### src/rtl/regfile_fifo_ctrl_pkg.sv
// Shared types and constants for the register-file-backed FIFO controller.
// The controller sequences writes, reads and clears of an external 4-entry register file.
package regfile_fifo_ctrl_pkg;

  localparam int DEPTH = 4;

  typedef enum logic [1:0] {
    ST_EMPTY   = 2'd0,
    ST_PARTIAL = 2'd1,
    ST_FULL    = 2'd2,
    ST_FLUSH   = 2'd3
  } fifo_state_t;

endpackage

### src/rtl/regfile_fifo_ctrl.sv
// FIFO controller built around an external register file: it owns the pointers,
// the occupancy count and the flush sequence, while the register file holds the data.
module regfile_fifo_ctrl
  import regfile_fifo_ctrl_pkg::*;
#(
  parameter int W1 = 2,
  parameter int W2 = 8
) (
  input  logic                 clk,
  input  logic                 rst,
  input  logic                 wr_vld,
  input  logic [W2-1:0]        wr_data,
  output logic                 wr_rdy,
  input  logic                 rd_rdy,
  output logic                 rd_vld,
  output logic [W2-1:0]        rd_data,
  input  logic                 flush,
  output logic [W1-1:0]        rf_s,
  output logic                 rf_e,
  output logic [W2-1:0]        rf_d,
  output logic [W1*W1-1:0]     rf_clr,
  output logic [1:0]           rf_sel,
  input  logic [W2-1:0]        rf_o,
  output logic [W1:0]          count,
  output logic                 full,
  output logic                 empty
);

  localparam logic [W1-1:0] PTR_ONE  = W1'(1);
  localparam logic [W1:0]   CNT_ONE  = (W1 + 1)'(1);
  localparam logic [W1:0]   CNT_LAST = (W1 + 1)'(DEPTH - 1);

  fifo_state_t   state, next_state;
  logic [W1-1:0] wptr, rptr;
  logic [W1:0]   cnt;
  logic          push, pop;

  assign push = wr_vld & wr_rdy;
  assign pop  = rd_vld & rd_rdy;

  always_ff @(posedge clk or negedge rst) begin
    if (!rst) state <= ST_EMPTY;
    else      state <= next_state;
  end

  // Handshakes already fold in flush, so a flush cycle can never push or pop.
  always_comb begin
    next_state = state;
    wr_rdy     = 1'b0;
    rd_vld     = 1'b0;
    rf_clr     = '0;
    unique case (state)
      ST_EMPTY: begin
        wr_rdy = !flush;
        if (push) next_state = ST_PARTIAL;
      end
      ST_PARTIAL: begin
        wr_rdy = !flush;
        rd_vld = !flush;
        if (push && !pop && cnt == CNT_LAST)      next_state = ST_FULL;
        else if (pop && !push && cnt == CNT_ONE)  next_state = ST_EMPTY;
      end
      ST_FULL: begin
        rd_vld = !flush;
        if (pop) next_state = ST_PARTIAL;
      end
      ST_FLUSH: begin
        rf_clr     = '1;
        next_state = ST_EMPTY;
      end
      default: next_state = ST_EMPTY;
    endcase
    if (flush) next_state = ST_FLUSH;
  end

  always_ff @(posedge clk or negedge rst) begin
    if (!rst) begin
      wptr <= '0;
      rptr <= '0;
      cnt  <= '0;
    end else if (flush || state == ST_FLUSH) begin
      wptr <= '0;
      rptr <= '0;
      cnt  <= '0;
    end else begin
      if (push) wptr <= wptr + PTR_ONE;
      if (pop)  rptr <= rptr + PTR_ONE;
      if (push && !pop)      cnt <= cnt + CNT_ONE;
      else if (pop && !push) cnt <= cnt - CNT_ONE;
    end
  end

  assign rf_e    = push;
  assign rf_s    = wptr;
  assign rf_d    = wr_data;
  assign rf_sel  = 2'(rptr);
  assign rd_data = rf_o;
  assign count   = (state == ST_FLUSH) ? '0 : cnt;
  assign full    = (state == ST_FULL);
  assign empty   = (state == ST_EMPTY);

endmodule

### config.mk
export PLATFORM = sky130hd
export DESIGN_NAME = regfile_fifo_ctrl
export DESIGN_NICKNAME = d
export VERILOG_FILES = /design/src/rtl/regfile_fifo_ctrl_pkg.sv /design/src/rtl/regfile_fifo_ctrl.sv
export SDC_FILE = /design/constraint.sdc
export NUM_CORES = 1
export LEC_CHECK = 0
export CORE_MARGIN = 1.5
export CORE_UTILIZATION = 38
export CTS_CLUSTER_SIZE = 10
export DETAILED_ROUTE_END_ITERATION = 10
export PLACE_DENSITY = 0.91
export SLEW_MARGIN = 20
export SYNTH_ARGS = -nofsm -noshare
export SYNTH_HDL_FRONTEND = slang
export SYNTH_SLANG_ARGS = --single-unit
### constraint.sdc
create_clock -name clk -period 3.84 [get_ports clk]
set_clock_uncertainty 0.2 [all_clocks]
set_input_delay 0.384 -clock clk [delete_from_list [all_inputs] [get_ports clk]]
set_output_delay 0.384 -clock clk [all_outputs]
set_load 0.005 [all_outputs]
# Yosys cells after proc, flatten, opt, wreduce, memory -nomap -nowiden
# Index checks and enable logic that the tools add are counted.
# totals
ff_bits,9
latchBits,0
ramBits,0
romBits,0
inputBits,21
output_inout_bits,32
wordCells,50
mem_count,0
# op_classes
n_addsub,4
n_mul,0
div_mod_pow,0
n_lt_le_gt_ge,0
n_eq_ne,8
shifts,0
muxes,17
bitwise,2
reduce_logical,15
# ops
cell,count
$mux W2,9
$mux W3,4
$pmux W2 S4,1
$ne A3 B2 Y1 const B,2
$add A2 B1 Y2 const B,2
$eq A2 B2 Y1 const B,2
$logic_and A1 B1 Y1,4
$mux W4,1
$ne A4 B4 Y1 const B,1
$reduce_bool A2 Y1,2
$reduce_or A2 Y1,2
$add A3 B1 Y3 const B,1
$eq A3 B1 Y1 const B,1
$eq A3 B2 Y1 const B,1
$logic_not A1 Y1,3
$reduce_and A3 Y1,1
$reduce_bool A3 Y1,1
$sub A3 B1 Y3 const B,1
$and A1 B1 Y1,2
$eq A2 B1 Y1 const B,1
$logic_not A2 Y1,1
$mux W1,2
$logic_or A1 B1 Y1,1

# Logic depth before layout (Yosys ltp)
# depth
ltp_word,11
mapped_depth,10
mapped_depth_nobuf,10

# Worst setup path before layout
# Ideal clock, no wire load.
# synth_path
path_type,register to register
startpoint,register state[0]
endpoint,register state[0]
setup_time_ns,0.079
t_arrival_ns,1.831
t_required_ns,3.561
path_slack_ns,1.730
stages_incl_launch_ff,11
path_buffers,0
synth_period_minus_slack_ns,2.110
path_cell_list,dfrtp_1 > inv_1 > ha_1 > o21bai_4 > inv_1 > nand2_1 > inv_1 > ha_1 > nand2_1 > a311oi_1 > mux2i_1
# synth_via
word_cells_on_any_way,23
classes_between,6 x eq/ne; 5 x mux; 2 x bitwise; 10 x reduce/logical
# synth_lines
item,line_no,text
from (decl),regfile_fifo_ctrl.sv:33,"fifo_state_t state, next_state;"
from (signal assigned),regfile_fifo_ctrl.sv:43,else state <= next_state;
$logic_not A2 Y1 *,--,
via empty,regfile_fifo_ctrl.sv:26,output logic empty
$reduce_or A2 Y1 (no line) *,--,
$mux W1 *,--,
via wr_rdy,regfile_fifo_ctrl.sv:13,"output logic wr_rdy,"
$and A1 B1 Y1 *,regfile_fifo_ctrl.sv:38,assign push = wr_vld & wr_rdy;
via rf_e,regfile_fifo_ctrl.sv:19,"output logic rf_e,"
$logic_and A1 B1 Y1 / $logic_not A1 Y1 (equally long branches),"regfile_fifo_ctrl.sv:60, regfile_fifo_ctrl.sv:61",
$logic_and A1 B1 Y1 (on tied branches),"regfile_fifo_ctrl.sv:60, regfile_fifo_ctrl.sv:61",
$mux W2 / $logic_and A1 B1 Y1 (equally long branches),"regfile_fifo_ctrl.sv:60, regfile_fifo_ctrl.sv:61",
$pmux W2 S4 / $ne A4 B4 Y1 (equally long branches),--,
$mux W2 / $reduce_and A3 Y1 (equally long branches),--,
# The timed path passes the listed nets; every way through them passes the cells marked *.
# A chain may end at the register's enable or synchronous reset.

# Final worst setup path
# layout_path
startpoint,input port flush
endpoint,output port rf_e
# layout_via
elab_chain_len,3
# layout_lines
item,line_no,text
from (decl),regfile_fifo_ctrl.sv:17,"input logic flush,"
$logic_not A1 Y1,"regfile_fifo_ctrl.sv:54, regfile_fifo_ctrl.sv:58",
$mux W1,--,
$and A1 B1 Y1,regfile_fifo_ctrl.sv:38,
to (decl),regfile_fifo_ctrl.sv:19,
# No other way between the ends.

==> metrics.csv <==
metric,value,unit
run_status,completed,
cp-start-kind,input port,
clock_sinks,9,
grt_pass1_vias,550,
rsz0062_at_grt,false,
cts_resized,0,
finalCriticalPeriod,2.49,ns
vias,586,
finalHoldViolCount,0,
finalSetupViolCount,0,
leakage,0.422,nW
cts_tree,built,
final_nets,128,
numCtsBuffers,3,
dp_hpwl,1140,um
avgViaCountPerCell,4.76,
std_cell_rows,16,
grt.overflow.total,0,
initial_core_util,41.2,%
die-width,49.3,um
arrival,1.91,ns
power.total,0.470,mW
clk_path_buf_depth,2,
crit_start,flush,
seq_area_frac_synth,27.6,%
drive_gt1_share,6.25,%
ir_worst_vdd,279,uV
tns,0,ns
worstPathCellList,clkdlybuf4s50_1 > o21bai_4 > inv_1 > nand2_1 > inv_1 > clkdlybuf4s50_1,
design.core.area,1980,um^2
r2r-start,state[0]$_DFFE_PN0P_,
period_share,64.8,%
drtIter0Drc,17,
synth_area,816,um^2
final_common_cell,clkdlybuf4s50_1,
antenna_found_initial,0,
tightest_slew,0.440,ns
first_pass_iters,4,
cp-end-kind,output port,
max_slew_margin,70.6,%
wl_per_cell,12.4,um
hold_buffers,0,
syn_nets,123,
critPathMaxFanout,8,
synth-seq-cells,9,
drc,0,
num_io_pins,53,
insertion_delay,0.27,ns
grt_max_degree,10,
slowest_stage,clkdlybuf4s50_1,
yosysTopAreaCell,dfrtp_1,
port_buffers,20,
critPathKind,input port to output port,
grt_first_pass_wirelength,2460,um
clk_pin_slew_worst_paths,0.07,ns
drv_slew,0,
n_antenna_cell,0,
synth_top_area_share,27.6,%
root_buffer,clkbuf_4,
syn_inst,92,
final_cell_mix,"clkdlybuf4s50_1, inv_1, nor2_1, ha_1, dfrtp_1",
grt_use_total,13.5,%
die_h,49.3,um
required,3.26,ns
powerDensity,506,nW/um^2
yosys_warnings,0,
dieArea,2430,um^2
drv_cap,0,
gp_congestion,0.859,
max_freq,402,MHz
crit_path_max_incr_delay,0.53,ns
synth.avg_cell_area,8.87,um^2
area.growth.synth_to_final,14.0,%
hp-class,input port to asynchronous set/reset pin,
cts_htree_levels,1,
final_core_utilization,46.9,%
wl,1530,um
antenna_left,0,
ys_types,28,
synth_area_leaders,"dfrtp_1, buf_4, ha_1, inv_1, nor2_1",
post_cts_buffers,0,
final timing paths:
check	endpoint	slack [ns]	depth (start not counted)
worst min-delay path	state[1]$_DFFE_PN0P_	0.22	1
worst min register to register	rf_sel[1]$_DFFE_PN0P_	0.34	2
min in group clk	rf_sel[1]$_DFFE_PN0P_	0.34	2
worst max-delay path	rf_e	1.35	6
worst max register to register	state[0]$_DFFE_PN0P_	1.58	10
max in group asynchronous	cnt[2]$_DFFE_PN0P_	2.91	1
final cells by class:
class	count	area (um^2)
fill	178	1050
multi-input combinational	52	403
sequential	9	225
timing repair buffer	20	200
inverter	11	41.3
tap	27	33.8
clock buffer	4	26.3
sequential cells by signal, summed over array words and instances, names as in the netlist:
register	flops
cnt	3
state	2
rf_sel	2
rf_s	2
synth_stat cells:
cell type   n
nand2_1     2
nand3b_1    2
nor2_1     10
mux2i_1     2
buf_4      19
nor3b_1     1
o21bai_4    1
dfrtp_1     9
or2_2       1
o21bai_1    2
a22oi_1     1
inv_1      11
a21oi_1     3
a311oi_1    1
nand4b_1    1
nand3_1     2
clkbuf_1    1
and2b_2     1
ha_1       10
or4_1       1
xor2_1      3
and2b_1     1
o31ai_1     2
a211oi_1    1
o21ai_0     1
a21boi_0    1
xnor2_1     1
nor2b_1     1
metrics by stage:
step / setup WS [ns] / cells / hold slack [ns] / instance area [um^2]
after floorplan: 1.73 / 92 / -0.112 / 816
final: 1.35 / 123 / 0.221 / 930
after global placement: 1.36 / 119 / 0.324 / 903
after detailed placement: 1.28 / 119 / 0.332 / 903
after CTS: 1.36 / 123 / 0.240 / 930
after global routing: 1.25 / 123 / 0.246 / 930
cells by family (layout without fill, tap and decap cells):
group,Yosys count,in the layout,share of synthesized area [%]
AO/OA/AOI/OAI,13,13,12.3
XOR/XNOR,4,4,4.30
flip-flops,9,9,27.6
AND/OR/NAND/NOR,23,23,15.0
buffers and inverters,31,35,23.0
adder cells (fa/ha/maj),10,10,15.3
multiplexers,2,2,2.45
critical path, delay by kind of cell:
family          cells  cell delay [ns]
simple gates        1             0.08
compound gates      1             0.24
buf+inv             4             1.21
report_power, final:
group	internal, mW	switching, mW
logic	0.143	0.122
clock network	0.0402	0.0365
registers	0.112	0.0175
metal layers:
layer | vias up | global-route usage, % | part of all wire [%]
met5 | - | 0 | 0
met4 | 0 | 4.76 | 1.1
met3 | 4 | 5.83 | 7.5
met2 | 22 | 23.6 | 50
li1 | 293 | - | -
met1 | 267 | 14.2 | 41
(Power assumes the default switching activity.)
